$ cat config.mk
export PLATFORM = sky130hd
export DESIGN_NAME = hex_keypad_entry
export DESIGN_NICKNAME = d
export VERILOG_FILES = /design/src/rtl/hex_keypad_entry.sv
export SDC_FILE = /design/constraint.sdc
export NUM_CORES = 1
export LEC_CHECK = 0
export ABC_AREA = 0
export CORE_ASPECT_RATIO = 0.7
export CORE_MARGIN = 2
export CORE_UTILIZATION = 59
export CTS_CLUSTER_SIZE = 25
export DETAILED_ROUTE_END_ITERATION = 10
export PLACE_DENSITY = 0.9
export SLEW_MARGIN = 20
export SYNTH_ARGS = -nofsm -noshare
export SYNTH_HDL_FRONTEND = slang
export SYNTH_SLANG_ARGS = --single-unit
$ cat constraint.sdc
create_clock -name clk -period 8.5 [get_ports clk]
set_clock_uncertainty 0.15 [all_clocks]
set_input_delay 1.7 -clock clk [delete_from_list [all_inputs] [get_ports clk]]
set_output_delay 1.7 -clock clk [all_outputs]
set_load 0.01 [all_outputs]
$ cat src/rtl/hex_keypad_entry.sv
// Scans a 4x4 hex keypad, debounces full-scan snapshots and shifts accepted keys into a 32-bit value.
// Optional feature: define KEYPAD_BACKSPACE_EN to make key D delete the newest digit.
module hex_keypad_entry #(
    parameter int SCAN_DIV_W     = 16,
    parameter int DEBOUNCE_SCANS = 4
) (
    input  logic        clk,
    input  logic        rst,
    output logic [3:0]  row,
    input  logic [3:0]  col,
    input  logic        clear,
    output logic [31:0] value,
    output logic [3:0]  key_code,
    output logic        key_valid,
    output logic [3:0]  digit_count
);

    typedef enum logic [1:0] {IDLE, PRESS_DB, HELD, REL_DB} state_t;

    localparam logic [3:0] DB_LAST = 4'(DEBOUNCE_SCANS);

    logic [SCAN_DIV_W+1:0] scan_q;
    logic [3:0]            col_meta_q, col_sync_q;
    logic [11:0]           snap_q;
    state_t                state_q, state_d;
    logic [3:0]            cand_q, cand_d;
    logic [3:0]            cnt_q, cnt_d;
    logic [31:0]           value_q;
    logic [3:0]            key_code_q, digit_count_q;
    logic                  key_valid_q;

    logic [1:0]  row_sel;
    logic        last_dwell, scan_done;
    logic [15:0] snap_full;
    logic [1:0]  n_set;
    logic [3:0]  key_idx, key_k;
    logic        is_empty, is_single;
    logic        accept;
    logic [3:0]  accept_code;

    assign row_sel    = scan_q[SCAN_DIV_W+1:SCAN_DIV_W];
    assign last_dwell = &scan_q[SCAN_DIV_W-1:0];
    assign scan_done  = last_dwell && (row_sel == 2'd3);
    assign row        = ~(4'b0001 << row_sel);

    // Row 3 is being captured in the scan_done cycle itself, so it comes straight from the synchronizer.
    assign snap_full = {~col_sync_q, snap_q};

    always_comb begin
        n_set   = 2'd0;
        key_idx = 4'd0;
        for (int i = 0; i < 16; i++) begin
            if (snap_full[i]) begin
                if (n_set != 2'd2) n_set = n_set + 2'd1;
                key_idx = 4'(i);
            end
        end
    end

    assign is_empty  = (n_set == 2'd0);
    assign is_single = (n_set == 2'd1);

    always_comb begin
        case (key_idx)
            4'd0:  key_k = 4'h1;
            4'd1:  key_k = 4'h2;
            4'd2:  key_k = 4'h3;
            4'd3:  key_k = 4'hA;
            4'd4:  key_k = 4'h4;
            4'd5:  key_k = 4'h5;
            4'd6:  key_k = 4'h6;
            4'd7:  key_k = 4'hB;
            4'd8:  key_k = 4'h7;
            4'd9:  key_k = 4'h8;
            4'd10: key_k = 4'h9;
            4'd11: key_k = 4'hC;
            4'd12: key_k = 4'hE;
            4'd13: key_k = 4'h0;
            4'd14: key_k = 4'hF;
            default: key_k = 4'hD;
        endcase
    end

    always_comb begin
        state_d     = state_q;
        cand_d      = cand_q;
        cnt_d       = cnt_q;
        accept      = 1'b0;
        accept_code = cand_q;
        if (scan_done) begin
            case (state_q)
                IDLE: if (is_single) begin
                    cand_d      = key_k;
                    cnt_d       = 4'd1;
                    accept_code = key_k;
                    if (DEBOUNCE_SCANS == 1) begin
                        accept  = 1'b1;
                        state_d = HELD;
                    end else begin
                        state_d = PRESS_DB;
                    end
                end
                PRESS_DB: if (is_single && key_k == cand_q) begin
                    cnt_d = cnt_q + 4'd1;
                    if (cnt_q + 4'd1 == DB_LAST) begin
                        accept  = 1'b1;
                        state_d = HELD;
                    end
                end else begin
                    state_d = IDLE;
                end
                HELD: if (is_empty) begin
                    cnt_d   = 4'd1;
                    state_d = (DEBOUNCE_SCANS == 1) ? IDLE : REL_DB;
                end
                default: if (is_empty) begin
                    cnt_d = cnt_q + 4'd1;
                    if (cnt_q + 4'd1 == DB_LAST) state_d = IDLE;
                end else begin
                    state_d = HELD;
                end
            endcase
        end
    end

    // NOTE: every register here uses non-blocking assignment and clears asynchronously on rst low.
    always_ff @(posedge clk or negedge rst) begin
        if (!rst) begin
            scan_q      <= '0;
            col_meta_q  <= 4'hF;
            col_sync_q  <= 4'hF;
            snap_q      <= '0;
            state_q     <= IDLE;
            cand_q      <= 4'd0;
            cnt_q       <= 4'd0;
        end else begin
            scan_q     <= scan_q + 1'b1;
            col_meta_q <= col;
            col_sync_q <= col_meta_q;
            if (last_dwell && row_sel != 2'd3) snap_q[4*row_sel +: 4] <= ~col_sync_q;
            state_q <= state_d;
            cand_q  <= cand_d;
            cnt_q   <= cnt_d;
        end
    end

    always_ff @(posedge clk or negedge rst) begin
        if (!rst) begin
            value_q       <= '0;
            key_code_q    <= 4'd0;
            key_valid_q   <= 1'b0;
            digit_count_q <= 4'd0;
        end else begin
            key_valid_q <= accept;
            if (accept) key_code_q <= accept_code;
            if (clear) begin
                value_q       <= '0;
                digit_count_q <= 4'd0;
            end else if (accept) begin
`ifdef KEYPAD_BACKSPACE_EN
                if (accept_code == 4'hD) begin
                    value_q <= {4'h0, value_q[31:4]};
                    if (digit_count_q != 4'd0) digit_count_q <= digit_count_q - 4'd1;
                end else begin
                    value_q <= {value_q[27:0], accept_code};
                    if (digit_count_q != 4'd8) digit_count_q <= digit_count_q + 4'd1;
                end
`else
                value_q <= {value_q[27:0], accept_code};
                if (digit_count_q != 4'd8) digit_count_q <= digit_count_q + 4'd1;
`endif
            end
        end
    end

    assign value       = value_q;
    assign key_code    = key_code_q;
    assign key_valid   = key_valid_q;
    assign digit_count = digit_count_q;

endmodule

==> flow_summary.rst <==
.. list-table::
   :header-rows: 1

   * - Metric
     - Value
   * - Global routing usage summed across all routing layers
     - 0.265
   * - Delay of the slowest cell on the worst path
     - about 0.65 ns
   * - Power dissipated by switching net loads
     - slightly below 0.2 mW
   * - Crit start category
     - flop
   * - Max-slew headroom at the worst pin
     - 0.371
   * - Smallest setup slack after layout
     - roughly 0.84 ns
   * - Mean routed wirelength per cell
     - between 15 and 20 um
   * - Initial antenna violation count
     - 0
   * - Number of enable-type register cells in the synthesized netlist
     - 0
   * - Largest fanout on the critical path
     - 8
   * - Combinational group share of total power
     - 0.044
   * - Capturing element type of the critical path
     - flop
   * - H-tree level count
     - 3
   * - Count of unique library cells instantiated by Yosys
     - 87
   * - Clock network latency to the later pin of the worst-skew pair
     - roughly 0.34 ns
   * - Residual DRC count
     - 0
   * - Post-CTS Resized
     - 0
   * - Die height
     - 87.2 um
   * - Die Wd
     - 123 um
   * - MaxCap Viol Count
     - 0
   * - Number of DRC markers in iteration 0
     - about 450
   * - Sequential area share after synthesis
     - 0.384
   * - Maximum number of pins on one net before global-route repair
     - slightly below 80
   * - Most used cell, CP
     - sky130_fd_sc_hd__xnor2_1
   * - Dpl hpwl
     - between 10,000 and 15,000 um
   * - Arrival time of data at the critical path endpoint
     - around 7.7 ns
   * - Kind of path behind the tightest hold check
     - flop to flop
   * - Total setup violations reported at the end of the flow
     - 0
   * - Placer congestion estimate
     - between 0.9 and 1
   * - Number of global-route vias before repair
     - between 4,000 and 5,000
   * - Min Tclk post-route
     - approximately 7.7 ns
   * - Mean instance size in the synthesized netlist
     - about 9.4 um^2
   * - Result of the run
     - complete, no violations
   * - Share of total power in the clock network
     - 0.442
   * - Internal Pwr Total
     - 0.645 mW
   * - Top FF cell, synth
     - sky130_fd_sc_hd__dfrtp_1
   * - Worst supply voltage drop on vdd
     - roughly 0.13 mV
   * - Ports placed on the boundary
     - between 50 and 60
   * - First-pass GRT wire length
     - 22,800 um
   * - Number of pins exceeding their max-slew limit in the final report
     - 0
   * - Buffer depth of the longest clock path
     - 2
   * - Number of inserted filler cells in the final layout
     - 684
   * - P per Cell Area
     - between 100 and 150 nW/um^2
   * - Setup_tns
     - 0 ns
   * - Die outline area
     - approximately 11,000 um^2
   * - Number of nets produced by synthesis
     - ~650
   * - Core area
     - ~9600 um^2
   * - Quantity of hold-fixing buffers added after cts
     - 0
   * - Pre-CTS setup slack
     - between 1 and 1.5 ns
   * - Setup slack of the worst register-to-register path
     - 0.84 ns
   * - Logic depth of the worst register-to-register path
     - 24
   * - Sequential fraction of design power
     - 0.514
   * - Number of buffers inserted to repair setup after CTS
     - 0
   * - Final Net Count
     - roughly 680
   * - Remaining global-route overflow
     - 0
   * - Source of the worst hold timing path
     - col_meta_q[3]
   * - Number of hold-slack violations in the final timing report
     - 0
   * - Root buffer cell
     - sky130_fd_sc_hd__clkbuf_16
   * - Clock transition time at the flip-flop clock pins of the worst setup and hold paths
     - 0.06 ns
   * - Clock Sink Count
     - between 80 and 90
   * - Critical-path top delay cell
     - sky130_fd_sc_hd__a221oi_1
   * - Crit Reg-Reg Endpoint
     - cnt_q[0]
   * - Cell area after synthesis
     - ~6000 um^2
   * - Final antenna diode count
     - 0
   * - Fraction of layout instances using a drive strength above 1
     - 0.0879
   * - Worst-Margin Slew
     - 0.944 ns
   * - Number of clock buffers inserted by TritonCTS
     - 9
   * - Synth warn
     - 0
   * - Setup repair after global routing missed its margin
     - no
   * - First-pass DRT Iterations
     - 5
   * - Syn Inst Count
     - approximately 620
   * - LEAKAGE
     - approximately 2.8 nW
   * - Share of synthesized registers carrying an async set or reset
     - 1.00
   * - Total number of placement rows
     - 30
   * - Number of storage elements in the synthesis netlist
     - approximately 90
   * - IO buf count
     - a little over 50
   * - RR Startpoint
     - snap_q[1]
   * - Number of vias in the routed layout
     - 5,025
   * - Required time of the worst setup path
     - roughly 8.6 ns
   * - F_max
     - roughly 130 MHz
   * - Final period utilization
     - 0.902
   * - Total wirelength of the detailed-routed design
     - approximately 14,000 um
   * - Crit path kind
     - flop to flop
   * - Initial standard-cell utilization of the core
     - 0.604
   * - Number of instances on the worst hold path
     - 0
   * - DR vias/cell
     - 6.38
   * - Cell Chain, Critical Path
     - inv_1 -> ha_1 -> xnor2_1 -> a211oi_2 -> o21ai_0 -> o2111ai_1 -> mux2i_1 -> and2_1 -> xnor2_1 -> a221o_1 -> o31ai_2 -> a31oi_1 -> a221o_1 -> nand2_1 -> xnor2_1 -> o311a_1 -> xnor2_1 -> inv_1 -> ha_1 -> nor3_1 -> a31oi_1 -> a221oi_1 -> nand2_1 -> mux2_1
   * - TritonCTS clock tree
     - done
   * - Sw Share
     - 0.232
   * - Endpoint of the worst hold path
     - col_sync_q[3]
   * - Antenna viol nets, final
     - 0
   * - Growth of design area from synthesis to finish
     - 14.2%
## cell usage in the layout, fill, tap and decap left out, drive strengths merged, types with 12 or more instances in the layout
master and n:
nand3 20, inv 40, a21oi 20, ha 21
xnor2 27, nand2 47, mux2i 37, o21ai 19
o31ai 22, nor2 67, xor2 12, dfrtp 81
clkdlybuf4s50 50
## critical path: cells and delay by family, from the launching register on
family / cells / cell delay, ns
compound gates: 10 / 3.61
xor+xnor: 4 / 0.69
fa+ha+maj: 2 / 0.73
buf+inv: 2 / 0.21
flops: 1 / 0.42
mux: 2 / 0.80
simple gates: 4 / 0.92
## routing by layer
layer | wire (um) | GRT usage | vias up
met3 | 1120 | 0.0524 | 29
met4 | 234 | 0.0690 | 0
met1 | 6140 | 0.381 | 2416
met5 | 0 | 0 | -
li1 | - | - | 2337
met2 | 6250 | 0.412 | 243
## synth_stat cells (6+ instances only)
cell / n / area share
sky130_fd_sc_hd__nor4_1: 6 / 0.0064
sky130_fd_sc_hd__o211ai_1: 8 / 0.010
sky130_fd_sc_hd__clkbuf_1: 16 / 0.010
sky130_fd_sc_hd__nand2_1: 47 / 0.030
sky130_fd_sc_hd__inv_1: 38 / 0.024
sky130_fd_sc_hd__dfrtp_1: 81 / 0.35
sky130_fd_sc_hd__or3_1: 6 / 0.0064
sky130_fd_sc_hd__xnor2_1: 25 / 0.038
sky130_fd_sc_hd__xor2_1: 12 / 0.018
sky130_fd_sc_hd__o31ai_1: 20 / 0.026
sky130_fd_sc_hd__o21ai_0: 16 / 0.014
sky130_fd_sc_hd__a211o_1: 6 / 0.0090
sky130_fd_sc_hd__and2_1: 8 / 0.0086
sky130_fd_sc_hd__a31oi_1: 9 / 0.0097
sky130_fd_sc_hd__nor3_1: 10 / 0.0086
sky130_fd_sc_hd__nor2_1: 66 / 0.042
sky130_fd_sc_hd__ha_1: 21 / 0.045
sky130_fd_sc_hd__nand3_1: 20 / 0.017
sky130_fd_sc_hd__and3_1: 10 / 0.011
sky130_fd_sc_hd__dfstp_2: 8 / 0.036
sky130_fd_sc_hd__a21oi_1: 20 / 0.017
sky130_fd_sc_hd__mux2i_1: 37 / 0.064
sky130_fd_sc_hd__o21a_1: 7 / 0.0090
## state kept, by name (all words and copies together) (netlist names), 2 cells and up
register     flops
value           32
scan_q          18
snap_q          12
cand_q           4
cnt_q            4
col_meta_q       4
col_sync_q       4
digit_count      4
key_code         4
state_q          2
## kinds of logic (layout without fill, tap and decap cells)
family / after synthesis / in the layout / share of synthesized area
AND/OR/NAND/NOR: 200 / 200 / 0.169
AO/OA/AOI/OAI: 160 / 160 / 0.219
flip-flops: 89 / 89 / 0.384
buffers and inverters: 67 / 110 / 0.0504
multiplexers: 41 / 41 / 0.0712
XOR/XNOR: 39 / 39 / 0.0612
adder cells (fa/ha/maj): 21 / 21 / 0.0451
## per-stage QoR
stage          std cells   util  hold slack [ns]  power (mW)  area, um^2
2_1_floorplan        617      -            0.195       0.459        5830
3_3_place_gp         772  0.661            0.195       0.473        6380
3_5_place_dp         772  0.661            0.198       0.476        6380
4_1_cts              788  0.690            0.207       0.842        6660
5_1_grt              788  0.690            0.211       0.865        6660
6_report             788  0.690            0.206       0.840        6660
## area by class of cell
class	instances	area [um^2]	share of cell area
Multi-Input combinational cell	461	3300	0.496
Clock buffer	10	239	0.0359
Sequential cell	89	2240	0.336
Clock inverter	6	41.3	0.00620
Tap cell	128	160	0.0241
Timing Repair Buffer	54	531	0.0797
Inverter	40	150	0.0226
## worst max path at each step
stage	startpoint	end	slack, ns	depth (start not counted)
floorplan	snap_q[0]	key_code[1]	1.96	26
global placement	snap_q[0]	key_code[1]	1.44	25
detailed placement	snap_q[1]	key_code[1]	1.08	25
CTS	snap_q[1]	key_code[1]	1.03	25
global route	snap_q[1]	cnt_q[0]	0.29	24
finish	snap_q[1]	cnt_q[0]	0.84	24
## power by group through the flow
stage	registers [mW]	clock network [mW]	logic, mW
2_1_floorplan	0.436	0	0.0230
3_3_place_gp	0.439	0	0.0348
3_5_place_dp	0.439	0	0.0368
4_1_cts	0.431	0.373	0.0373
5_1_grt	0.432	0.391	0.0416
6_report	0.432	0.371	0.0373
Note: power is estimated with default switching activity, not from simulation.
